===== src/rtl/data_mem_arbiter_if.sv =====
// Bus bundle between the two word requesters, the arbiter and the byte-wide data RAM.
// The slave side belongs to the arbiter; the master side is the requesters plus the RAM.
interface data_mem_arbiter_if;
  logic        cpu_req;
  logic        cpu_we;
  logic [7:0]  cpu_addr;
  logic [31:0] cpu_wdata;
  logic        cpu_ack;
  logic [31:0] cpu_rdata;
  logic        vga_req;
  logic [7:0]  vga_addr;
  logic        vga_ack;
  logic [31:0] vga_rdata;
  logic [7:0]  ram_addr;
  logic        ram_we;
  logic [7:0]  ram_wdata;
  logic [7:0]  ram_rdata;
  logic        busy;

  modport slave (
    input  cpu_req, cpu_we, cpu_addr, cpu_wdata, vga_req, vga_addr, ram_rdata,
    output cpu_ack, cpu_rdata, vga_ack, vga_rdata, ram_addr, ram_we, ram_wdata, busy
  );

  modport master (
    output cpu_req, cpu_we, cpu_addr, cpu_wdata, vga_req, vga_addr, ram_rdata,
    input  cpu_ack, cpu_rdata, vga_ack, vga_rdata, ram_addr, ram_we, ram_wdata, busy
  );
endinterface


===== src/rtl/data_mem_arbiter.sv =====
// Arbitrates CPU (read/write) and VGA (read-only) 32-bit word requests onto one
// 256x8 RAM port; each word is four big-endian byte accesses with registered RAM outputs.
module data_mem_arbiter #(
  parameter int unsigned STARVE_LIMIT = 3
) (
  input  logic                clk,
  input  logic                rst_n,
  data_mem_arbiter_if.slave   bus
);

  typedef enum logic [1:0] {IDLE, XFER, DONE} state_t;

  localparam logic [3:0] LIMIT = 4'(STARVE_LIMIT);

  state_t      state_q, state_d;
  logic [1:0]  cnt_q, cnt_d;
  logic [3:0]  starve_q, starve_d;
  logic        owner_q, owner_d;      // 1 = VGA owns the transfer
  logic        we_q, we_d;
  logic [7:0]  base_q, base_d;
  logic [31:0] wdata_q, wdata_d;
  logic [31:0] shadow_q, shadow_d;
  logic [31:0] cpu_rdata_q, cpu_rdata_d;
  logic [31:0] vga_rdata_q, vga_rdata_d;
  logic        cpu_ack_q, cpu_ack_d;
  logic        vga_ack_q, vga_ack_d;
  logic [7:0]  ram_addr_q, ram_addr_d;
  logic        ram_we_q, ram_we_d;
  logic [7:0]  ram_wdata_q, ram_wdata_d;
  logic        grant_vga;

  function automatic logic [7:0] byte_of(input logic [31:0] w, input logic [1:0] k);
    case (k)
      2'd0:    return w[31:24];
      2'd1:    return w[23:16];
      2'd2:    return w[15:8];
      default: return w[7:0];
    endcase
  endfunction

  always_comb begin
    state_d     = state_q;
    cnt_d       = cnt_q;
    starve_d    = starve_q;
    owner_d     = owner_q;
    we_d        = we_q;
    base_d      = base_q;
    wdata_d     = wdata_q;
    shadow_d    = shadow_q;
    cpu_rdata_d = cpu_rdata_q;
    vga_rdata_d = vga_rdata_q;
    cpu_ack_d   = 1'b0;
    vga_ack_d   = 1'b0;
    ram_addr_d  = ram_addr_q;
    ram_we_d    = 1'b0;
    ram_wdata_d = ram_wdata_q;
    grant_vga   = 1'b0;

    case (state_q)
      IDLE: begin
        if (bus.cpu_req || bus.vga_req) begin
          // CPU has priority unless VGA has been passed over STARVE_LIMIT times
          grant_vga = bus.vga_req && (!bus.cpu_req || starve_q == LIMIT);
          if (grant_vga)
            starve_d = 4'd0;
          else if (bus.vga_req && starve_q != LIMIT)
            starve_d = starve_q + 4'd1;
          owner_d     = grant_vga;
          base_d      = grant_vga ? bus.vga_addr : bus.cpu_addr;
          we_d        = !grant_vga && bus.cpu_we;
          wdata_d     = bus.cpu_wdata;
          cnt_d       = 2'd0;
          ram_addr_d  = base_d;
          ram_we_d    = we_d;
          ram_wdata_d = bus.cpu_wdata[31:24];
          state_d     = XFER;
        end
      end
      XFER: begin
        if (!we_q) begin
          case (cnt_q)
            2'd0:    shadow_d[31:24] = bus.ram_rdata;
            2'd1:    shadow_d[23:16] = bus.ram_rdata;
            2'd2:    shadow_d[15:8]  = bus.ram_rdata;
            default: shadow_d[7:0]   = bus.ram_rdata;
          endcase
        end
        if (cnt_q == 2'd3) begin
          state_d   = DONE;
          cpu_ack_d = !owner_q;
          vga_ack_d = owner_q;
          if (!we_q) begin
            if (owner_q) vga_rdata_d = shadow_d;
            else         cpu_rdata_d = shadow_d;
          end
        end else begin
          cnt_d       = cnt_q + 2'd1;
          ram_addr_d  = base_q + {6'd0, cnt_d};
          ram_we_d    = we_q;
          ram_wdata_d = byte_of(wdata_q, cnt_d);
        end
      end
      DONE:    state_d = IDLE;
      default: state_d = IDLE;
    endcase
  end

  always_ff @(posedge clk) begin
    if (!rst_n) begin
      state_q     <= IDLE;
      cnt_q       <= 2'd0;
      starve_q    <= 4'd0;
      owner_q     <= 1'b0;
      we_q        <= 1'b0;
      base_q      <= 8'd0;
      wdata_q     <= 32'd0;
      shadow_q    <= 32'd0;
      cpu_rdata_q <= 32'd0;
      vga_rdata_q <= 32'd0;
      cpu_ack_q   <= 1'b0;
      vga_ack_q   <= 1'b0;
      ram_addr_q  <= 8'd0;
      ram_we_q    <= 1'b0;
      ram_wdata_q <= 8'd0;
    end else begin
      state_q     <= state_d;
      cnt_q       <= cnt_d;
      starve_q    <= starve_d;
      owner_q     <= owner_d;
      we_q        <= we_d;
      base_q      <= base_d;
      wdata_q     <= wdata_d;
      shadow_q    <= shadow_d;
      cpu_rdata_q <= cpu_rdata_d;
      vga_rdata_q <= vga_rdata_d;
      cpu_ack_q   <= cpu_ack_d;
      vga_ack_q   <= vga_ack_d;
      ram_addr_q  <= ram_addr_d;
      ram_we_q    <= ram_we_d;
      ram_wdata_q <= ram_wdata_d;
    end
  end

  assign bus.cpu_ack   = cpu_ack_q;
  assign bus.vga_ack   = vga_ack_q;
  assign bus.cpu_rdata = cpu_rdata_q;
  assign bus.vga_rdata = vga_rdata_q;
  assign bus.ram_addr  = ram_addr_q;
  assign bus.ram_we    = ram_we_q;
  assign bus.ram_wdata = ram_wdata_q;
  assign bus.busy      = (state_q != IDLE);

endmodule


===== src/flat_wrapper.sv =====
// flat-port wrapper written by rule: the top's interface ports become plain ports
module data_mem_arbiter_flat 
#(
  parameter int unsigned STARVE_LIMIT = 3
)
  (clk, rst_n, bus_cpu_req, bus_cpu_we, bus_cpu_addr, bus_cpu_wdata, bus_vga_req, bus_vga_addr, bus_ram_rdata, bus_cpu_ack, bus_cpu_rdata, bus_vga_ack, bus_vga_rdata, bus_ram_addr, bus_ram_we, bus_ram_wdata, bus_busy);
  data_mem_arbiter_if bus_i ();
  input  logic clk;
  input  logic rst_n;
  input wire logic [$bits(bus_i.cpu_req)-1:0] bus_cpu_req;
  input wire logic [$bits(bus_i.cpu_we)-1:0] bus_cpu_we;
  input wire logic [$bits(bus_i.cpu_addr)-1:0] bus_cpu_addr;
  input wire logic [$bits(bus_i.cpu_wdata)-1:0] bus_cpu_wdata;
  input wire logic [$bits(bus_i.vga_req)-1:0] bus_vga_req;
  input wire logic [$bits(bus_i.vga_addr)-1:0] bus_vga_addr;
  input wire logic [$bits(bus_i.ram_rdata)-1:0] bus_ram_rdata;
  output wire logic [$bits(bus_i.cpu_ack)-1:0] bus_cpu_ack;
  output wire logic [$bits(bus_i.cpu_rdata)-1:0] bus_cpu_rdata;
  output wire logic [$bits(bus_i.vga_ack)-1:0] bus_vga_ack;
  output wire logic [$bits(bus_i.vga_rdata)-1:0] bus_vga_rdata;
  output wire logic [$bits(bus_i.ram_addr)-1:0] bus_ram_addr;
  output wire logic [$bits(bus_i.ram_we)-1:0] bus_ram_we;
  output wire logic [$bits(bus_i.ram_wdata)-1:0] bus_ram_wdata;
  output wire logic [$bits(bus_i.busy)-1:0] bus_busy;
  assign bus_i.cpu_req = bus_cpu_req;
  assign bus_i.cpu_we = bus_cpu_we;
  assign bus_i.cpu_addr = bus_cpu_addr;
  assign bus_i.cpu_wdata = bus_cpu_wdata;
  assign bus_i.vga_req = bus_vga_req;
  assign bus_i.vga_addr = bus_vga_addr;
  assign bus_i.ram_rdata = bus_ram_rdata;
  assign bus_cpu_ack = bus_i.cpu_ack;
  assign bus_cpu_rdata = bus_i.cpu_rdata;
  assign bus_vga_ack = bus_i.vga_ack;
  assign bus_vga_rdata = bus_i.vga_rdata;
  assign bus_ram_addr = bus_i.ram_addr;
  assign bus_ram_we = bus_i.ram_we;
  assign bus_ram_wdata = bus_i.ram_wdata;
  assign bus_busy = bus_i.busy;
  data_mem_arbiter #(.STARVE_LIMIT(STARVE_LIMIT)) u_core (.clk(clk), .rst_n(rst_n), .bus(bus_i));
endmodule

===== config.mk =====
export PLATFORM = sky130hd
export DESIGN_NAME = data_mem_arbiter_flat
export DESIGN_NICKNAME = d
export VERILOG_FILES = /design/src/rtl/data_mem_arbiter_if.sv /design/src/rtl/data_mem_arbiter.sv /design/src/flat_wrapper.sv
export SDC_FILE = /design/constraint.sdc
export NUM_CORES = 1
export LEC_CHECK = 0
export ABC_AREA = 1
export CAP_MARGIN = 30
export CORE_MARGIN = 2
export CORE_UTILIZATION = 40
export DETAILED_ROUTE_END_ITERATION = 10
export GPL_ROUTABILITY_DRIVEN = 0
export GPL_TIMING_DRIVEN = 0
export PLACE_DENSITY_LB_ADDON = 0.1
export SYNTH_ARGS = -nofsm -noshare
export SYNTH_HDL_FRONTEND = slang
export SYNTH_SLANG_ARGS = --single-unit

===== constraint.sdc =====
create_clock -name clk -period 1.9 [get_ports clk]
set_input_delay 0.38 -clock clk [delete_from_list [all_inputs] [get_ports clk]]
set_output_delay 0.38 -clock clk [all_outputs]
set_load 0.01 [all_outputs]

Yosys cells after proc, flatten, opt, wreduce, memory -nomap -nowiden. Index checks and enable logic that the tools add are counted.

Output and inout port bits: 84. Word-level logic and storage cells: 77. Input port bits: 61. Bits in registers: 165.

$add $sub $neg: 3. Equal/unequal tests: 11. Multiplexer cells: 24. Reductions and logical operators: 22. Bitwise operators: 2.

Operator list (count): $mux 8 (9); $mux 32 (1); $pmux 8 s2 (2); $pmux 8 s3 (1); $reduce_and 3->1 (3); $add 8x2->8 (1); $mux 2 (4); $mux 4 (2); $pmux 2 s2 (2); $reduce_and 4->1 (2); $eq 2x1->1 const B (3); $eq 2x2->1 const B (3); $logic_not 2->1 (3); $reduce_bool 2->1 (3); $add 4x1->4 const B (1); $eq 4x2->1 const B (1); $ne 2x1->1 const B (2); $ne 4x2->1 const B (1); $reduce_and 2->1 (2); $logic_and 1x1->1 (3); $logic_not 1->1 (3); $reduce_or 3->1 (1); $add 2x1->2 const B (1); $logic_or 1x1->1 (2); 4 further kinds (6).

Logic depth before layout (Yosys ltp). Gate-level depths: netlist of the first run.

Word-level depth: 7. Gate-level depth with buffers: 11. Mapped depth without buffers: 11.

Worst setup path before layout of the first run. Ideal clock, no wire load.

Kind: register to register. Start point: register u_core.cnt_q[0]. End point: register u_core.ram_addr_q[4], in the netlist u_core.bus.ram_addr[4]. Period minus slack after synthesis: 1.820 ns. Data required time: 1.830 ns. Setup time: 0.070 ns. Buffers on the path: 0. Cell stages (with the launch flop): 10. Path slack: 0.080 ns. Arrival: 1.750 ns. Cell sequence: dfxtp_1 -> inv_1 -> ha_1 -> fa_1 -> nand3_1 -> xor2_1 -> nand2_1 -> nand2_1 -> inv_1 -> a21oi_1.

Word-level cells in the longest chain between the ends: 4. Elaborated cells on any way between the ends: 7. Those cells by class: add/sub: 2; eq/ne: 2; mux: 2; reduce/logical: 1.

RTL lines: start: declaration (RTL line data_mem_arbiter.sv:16) `logic [1:0] cnt_q, cnt_d;`; start signal: assignment (RTL line data_mem_arbiter.sv:127) `cnt_q <= cnt_d;`; $add 2x1->2 (RTL line data_mem_arbiter.sv:97) `cnt_d = cnt_q + 2'd1;`; $add 8x2->8 (RTL line data_mem_arbiter.sv:98) `ram_addr_d = base_q + {6'd0, cnt_d};`; $mux 8 (RTL line data_mem_arbiter.sv:88) `if (cnt_q == 2'd3) begin`; $pmux 8 s2 (RTL line data_mem_arbiter.sv:59) `case (state_q)`; end signal: assignment (RTL line data_mem_arbiter.sv:138) `ram_addr_q <= ram_addr_d;`; end: declaration (RTL line data_mem_arbiter.sv:27) `logic [7:0] ram_addr_q, ram_addr_d;`.

Parallel ways exist; a longest one is shown, timed or not. The select of a mux whose other input is x is not followed. A chain may end at the register's enable or synchronous reset.

Worst setup path in the final report of the first run.
Start point: register u_core.cnt_q[1]. End point: register u_core.cpu_rdata_q[22], in the netlist u_core.bus.cpu_rdata[22].

Word-level cells in the longest chain between the ends: 3. Elaborated cells on any way between the ends: 5. Those cells by class: eq/ne: 2; mux: 2; reduce/logical: 1.

RTL lines: $eq 2x1->1 (RTL line data_mem_arbiter.sv:81) `case (cnt_q)`; $mux 8 (RTL line data_mem_arbiter.sv:81); $mux 32 (RTL line data_mem_arbiter.sv:80) `if (!we_q) begin`; end signal: assignment (RTL line data_mem_arbiter.sv:134) `cpu_rdata_q <= cpu_rdata_d;`; end: declaration (RTL line data_mem_arbiter.sv:23) `logic [31:0] cpu_rdata_q, cpu_rdata_d;`.

Parallel ways exist; a longest one is shown, timed or not.

==> flow_metrics.tcl, run 1 <==
set metrics [dict create \
    core_um2 16600 \
    grt_use_total_pct 22.2 \
    end_kind "register" \
    start_kind "register" \
    clock-sinks 165 \
    period_minus_slack_ns 1.79 \
    dp_hpwl_mm 14.4 \
    drt-initial-drc-count 428 \
    die_area_um2 18200 \
    synth_seq_cells 165 \
    syn_area_um2 6840 \
    grt_pass1_wl_mm 31.5 \
    slew_violations 0 \
    powerDensity_nw_per_um2 929 \
    antenna_found_initial 0 \
    cts_tree "done" \
    setup_viol_count_final 0 \
    antenna_cells 0 \
    worstPathRequired_ns 2.27 \
    drtAntennaViolNets 0 \
    grt_max_degree 17 \
    totalWireLength_mm 19.8 \
    maxCapViolCount 0 \
    syn_area_per_cell_um2 7.26 \
    io_buffers 143 \
    hold_buffers 0 \
    ir_drop_mv 0.662 \
    period_share_pct 94.3 \
    drive_gt1_share_pct 6.44 \
    final_common_cell "nor2_1" \
    arrival_ns 2.16 \
    seq_area_frac_synth_pct 48.3 \
    dr.pass1.iters 5 \
    num_rows 47 \
    tightest_slew_ns 0.627 \
    clockRootBuffer "clkbuf_16" \
    multiInputGateArea_um2 3020 \
    drcViolationCount 0 \
    start_util_pct 41.1 \
    final_util_pct 55.4 \
    outcome "finished clean" \
    leakagePower_nw 3.96 \
    h-tree-depth 4 \
    syn_to_final_growth_pct 34.8 \
    finClkSkew_ns 0.00836 \
    nFillCells 1638 \
    grt_pass1_vias 6169 \
    io_pins 145 \
    wl_per_cell_um 14.8 \
    rsz0062_at_grt "yes" \
    die_width_um 135 \
    synth_nets 1015 \
    min_path_type "register to register" \
    insertion_delay_ns 0.43 \
    synth_cells 943 \
    dp.cells 1306 \
    final_cell_mix "242 x nor2_1, 163 x dfxtp_1, 142 x clkdlybuf4s50_1, 129 x o21ai_0, 92 x nand2_1" \
    critPathKind "register to register" \
    die_h_um 135 \
    finalHoldViolCount 0 \
    vias 6647 \
    yosysUniqueCellTypes 28 \
    relSlewSlack_pct 58.2 \
    yosysWarningCount 0 \
    final_nets 1177 \
    final_cells 1338 \
    regArea_um2 3310 \
    worstPathMaxFanout 10 \
    cts.path.max_buffers 2 \
    overflow 0 \
    clkTransAtPathRegs_ns 0.06 \
    numCtsBuffers 17 \
    fmax_mhz 558 \
    viasPerCell 4.97 \
]
-- synthesized netlist by cell type, drive strengths merged --
cell	instances	share of area [%]
o211ai	9	0.99
nand3b	1	0.11
xnor2	2	0.26
a211oi	17	1.9
buf	25	1.9
o21ai	158	12
a21o	1	0.11
dfxtp	165	48
nand2	96	5.3
a31oi	1	0.091
fa	1	0.29
ha	10	1.8
nand3	35	2.7
xor2	3	0.38
nor3	2	0.15
nor2	244	14
clkbuf	33	1.8
nand4	1	0.091
inv	82	4.5
a21oi	57	4.2
-- layout make-up --
cell class                      count  share of cell area, %
Buffer                             58                   2.85
Clock buffer                       23                   5.07
Clock inverter                      9                   1.63
Inverter                           82                   3.34
Multi-Input combinational cell    638                   32.8
Sequential cell                   165                   35.8
Tap cell                          220                   2.98
Timing Repair Buffer              143                   15.5
-- metal layers --
metal  vias to the layer above  share of wire [%]  track usage [%]
met5                         -                  0                0
met4                         0                1.7             7.49
li1                       3373                  -                -
met1                      3042                 45             28.6
met2                       200                 47             37.0
met3                        32                5.8             4.88
-- sequential cells by signal, summed over array words and instances (netlist names), 2 cells and up --
name,count
u_core.base_q,8
u_core.bus.cpu_rdata,32
u_core.bus.ram_addr,8
u_core.bus.ram_wdata,8
u_core.bus.vga_rdata,32
u_core.cnt_q,2
u_core.shadow_q,32
u_core.starve_q,4
u_core.state_q,2
u_core.wdata_q,32
-- timing repair --
item	in CTS	in global routing
gates cloned	0	0
setup endpoints to repair	46	62
buffers inserted	0	0
endpoints found under the hold margin	0	0
resized for setup	8	28
-- cells by family after synthesis --
| kind of cell | share of synthesized area, % |
|---|---|
| xor gates and xnor gates | 0.640 |
| and+or+nand+nor | 22.0 |
| adders and majority gates | 2.12 |
| DFF | 48.3 |
| buffers and inverters | 8.19 |
| AOI/OAI and AO/OA | 18.8 |
-- critical path: stages (launching register included) --
cell and delay [ns]:
dfxtp_2 0.34, inv_1 0.15, ha_1 0.17, nand2_1 0.17, buf_2 0.25, o21ai_0 0.42, nor2_1 0.10, nor2_1 0.12
-- path summary, 6_finish.rpt --
check	from	to	slack, ns	depth (start not counted)
max	u_core.cnt_q[1]	u_core.bus.cpu_rdata[22]	0.11	7
min	u_core.wdata_q[1]	u_core.wdata_q[1]	0.45	2
max reg2reg	u_core.cnt_q[1]	u_core.bus.cpu_rdata[22]	0.11	7
min reg2reg	u_core.wdata_q[1]	u_core.wdata_q[1]	0.45	2
-- stage by stage --
step	power (mW)	hold WS, ns	setup WS (ns)	TNS, ns	instance area [um2]
floorplan	4.49	0.424	0.0796	0	6840
global placement	4.98	0.434	-0.397	-16.86	8550
detailed placement	4.99	0.440	-0.410	-17.60	8550
CTS	8.59	0.452	0.00970	0	9180
global route	8.91	0.472	-0.00282	-0.00598	9230
finish	8.57	0.450	0.109	0	9230
-- power by group --
part	switching [mW]	internal (mW)	leakage [nW]
Combinational	0.706	0.470	2.32
Clock	1.36	2.26	0.297
Sequential	0.118	3.66	1.35
Note: power is estimated with default switching activity, not from simulation.
==> run 2: changes to the inputs <==
==> constraint.sdc (replaced) <==
create_clock -name clk -period 1.5 [get_ports clk]
set_input_delay 0.3 -clock clk [delete_from_list [all_inputs] [get_ports clk]]
set_output_delay 0.3 -clock clk [all_outputs]
set_load 0.01 [all_outputs]
==> flow_metrics.tcl, run 2 (synthesized netlist as in run 1, its figures left out) <==
set metrics [dict create \
    whs_path_depth 2 \
    timing.hold.ws_ns 0.451 \
    period_share_pct 110 \
    pre_cts_ws_ns -0.813 \
    cts_tree "done" \
    finalInstanceArea_um2 10300 \
    dp_hpwl_mm 14.3 \
    powerDensity_nw_per_um2 1090 \
    drive_gt1_share_pct 20.8 \
    die_width_um 135 \
    critPathKind "register to register" \
    outcome "finished with violations" \
    clockRootBuffer "clkbuf_16" \
    hold_buffers 0 \
    cp.depth 9 \
    grt_pass1_wl_mm 32.3 \
    violations "negative setup slack" \
    start_util_pct 41.1 \
    setup_slack_ns -0.157 \
    insertion_delay_ns 0.44 \
    h-tree-depth 4 \
    antenna_found_initial 0 \
    grt_pass1_vias 6151 \
    period_minus_slack_ns 1.66 \
    slew_violations 0 \
    vias 6900 \
    setup_viol_count_final 68 \
    dr.pass1.iters 5 \
    relSlewSlack_pct 52.0 \
    num_rows 47 \
    multiInputGateArea_um2 3520 \
    totalWireLength_mm 21.6 \
    fmax_mhz 604 \
    viasPerCell 5.00 \
    slowest_delay_ns 0.39 \
    min_path_type "register to register" \
    cts.path.max_buffers 2 \
    clock-sinks 165 \
    worstPathMaxFanout 5 \
    start_kind "register" \
    cpMostUsedCell "nand2_1" \
    antenna_cells 0 \
    grt_use_total_pct 22.7 \
    die_h_um 135 \
    core_um2 16600 \
    io_buffers 143 \
    regArea_um2 3320 \
    rsz0062_at_grt "yes" \
    r2r_cells 9 \
    final_util_pct 62.1 \
    arrival_ns 2.03 \
    path_buf_inv 2 \
    tns_ns -4.19 \
    ir_drop_mv 0.899 \
    wl_per_cell_um 15.6 \
    placed_cell_area_um2 8590 \
    finClkSkew_ns 0.00599 \
    final_cell_mix "212 x nor2_1, 159 x dfxtp_1, 89 x o21ai_0, 84 x nand2_1, 84 x dlygate4sd2_1" \
    drt-initial-drc-count 425 \
    final_common_cell "nor2_1" \
    die_area_um2 18200 \
    drtAntennaViolNets 0 \
    finalHoldViolCount 0 \
    crit_family "adder cells" \
    numCtsBuffers 17 \
    grt_max_degree 17 \
    final_nets 1218 \
    overflow 0 \
    r2r_slack_ns -0.16 \
    path_cells "inv_6 -> ha_4 -> fa_2 -> nand3_2 -> xor2_1 -> nand2_1 -> nand2_1 -> inv_1 -> a21oi_2" \
    tightest_slew_ns 0.721 \
    maxCapViolCount 0 \
    drcViolationCount 0 \
    syn_to_final_growth_pct 51.1 \
    leakagePower_nw 4.80 \
    end_kind "register" \
    worstPathRequired_ns 1.87 \
    io_pins 145 \
    clkTransAtPathRegs_ns 0.06 \
    nFillCells 1508 \
    slowest_stage "fa_2" \
]
[run 2: layout make-up]
cell class / instances / area share, %
timing repair buffer: 187 / 17.9
multi-input combinational: 638 / 34.0
clock inverter: 9 / 1.44
buffer: 55 / 4.20
clock buffer: 23 / 4.53
sequential: 165 / 32.1
tap: 220 / 2.66
inverter: 82 / 3.21
[run 2: worst paths after layout]
path                                 end         startpoint
setup / recovery  u_core.bus.ram_addr[4]    u_core.cnt_q[0]
hold / removal         u_core.wdata_q[3]  u_core.wdata_q[3]
setup reg to reg  u_core.bus.ram_addr[4]    u_core.cnt_q[0]
hold reg to reg        u_core.wdata_q[3]  u_core.wdata_q[3]
[run 2: tightest hold or removal path: stages (launching register included)]
cell and delay, ns:
dfxtp_1 0.31, inv_1 0.05, a21oi_1 0.05
[run 2: power breakdown]
part	internal (mW)	switching (mW)	leakage [nW]
Combinational	0.765	1.08	3.15
Sequential	4.63	0.156	1.35
Clock	2.87	1.76	0.301
[run 2: repair_timing]
action | 4_1_cts | 5_1_grt
setup endpoints to repair | 233 | 143
pin swaps | 10 | 36
gates cloned | 0 | 10
hold endpoints to repair | 0 | 0
buffers inserted | 10 | 24
resized for setup | 180 | 209
[run 2: through the flow]
stage / power (mW) / std cells
detailed placement: 6.34 / 1306
finish: 11.3 / 1379
global placement: 6.32 / 1306
floorplan: 5.71 / 943
global route: 11.7 / 1379
CTS: 11.0 / 1348
[run 2: routing by layer]
| layer | part of all wire (%) | vias to the layer above | track usage [%] |
|---|---|---|---|
| met1 | 45 | 3221 | 30.4 |
| met5 | 0 | - | 0 |
| met2 | 49 | 192 | 36.9 |
| met3 | 5.0 | 23 | 4.24 |
| li1 | - | 3464 | - |
| met4 | 1.5 | 0 | 7.43 |
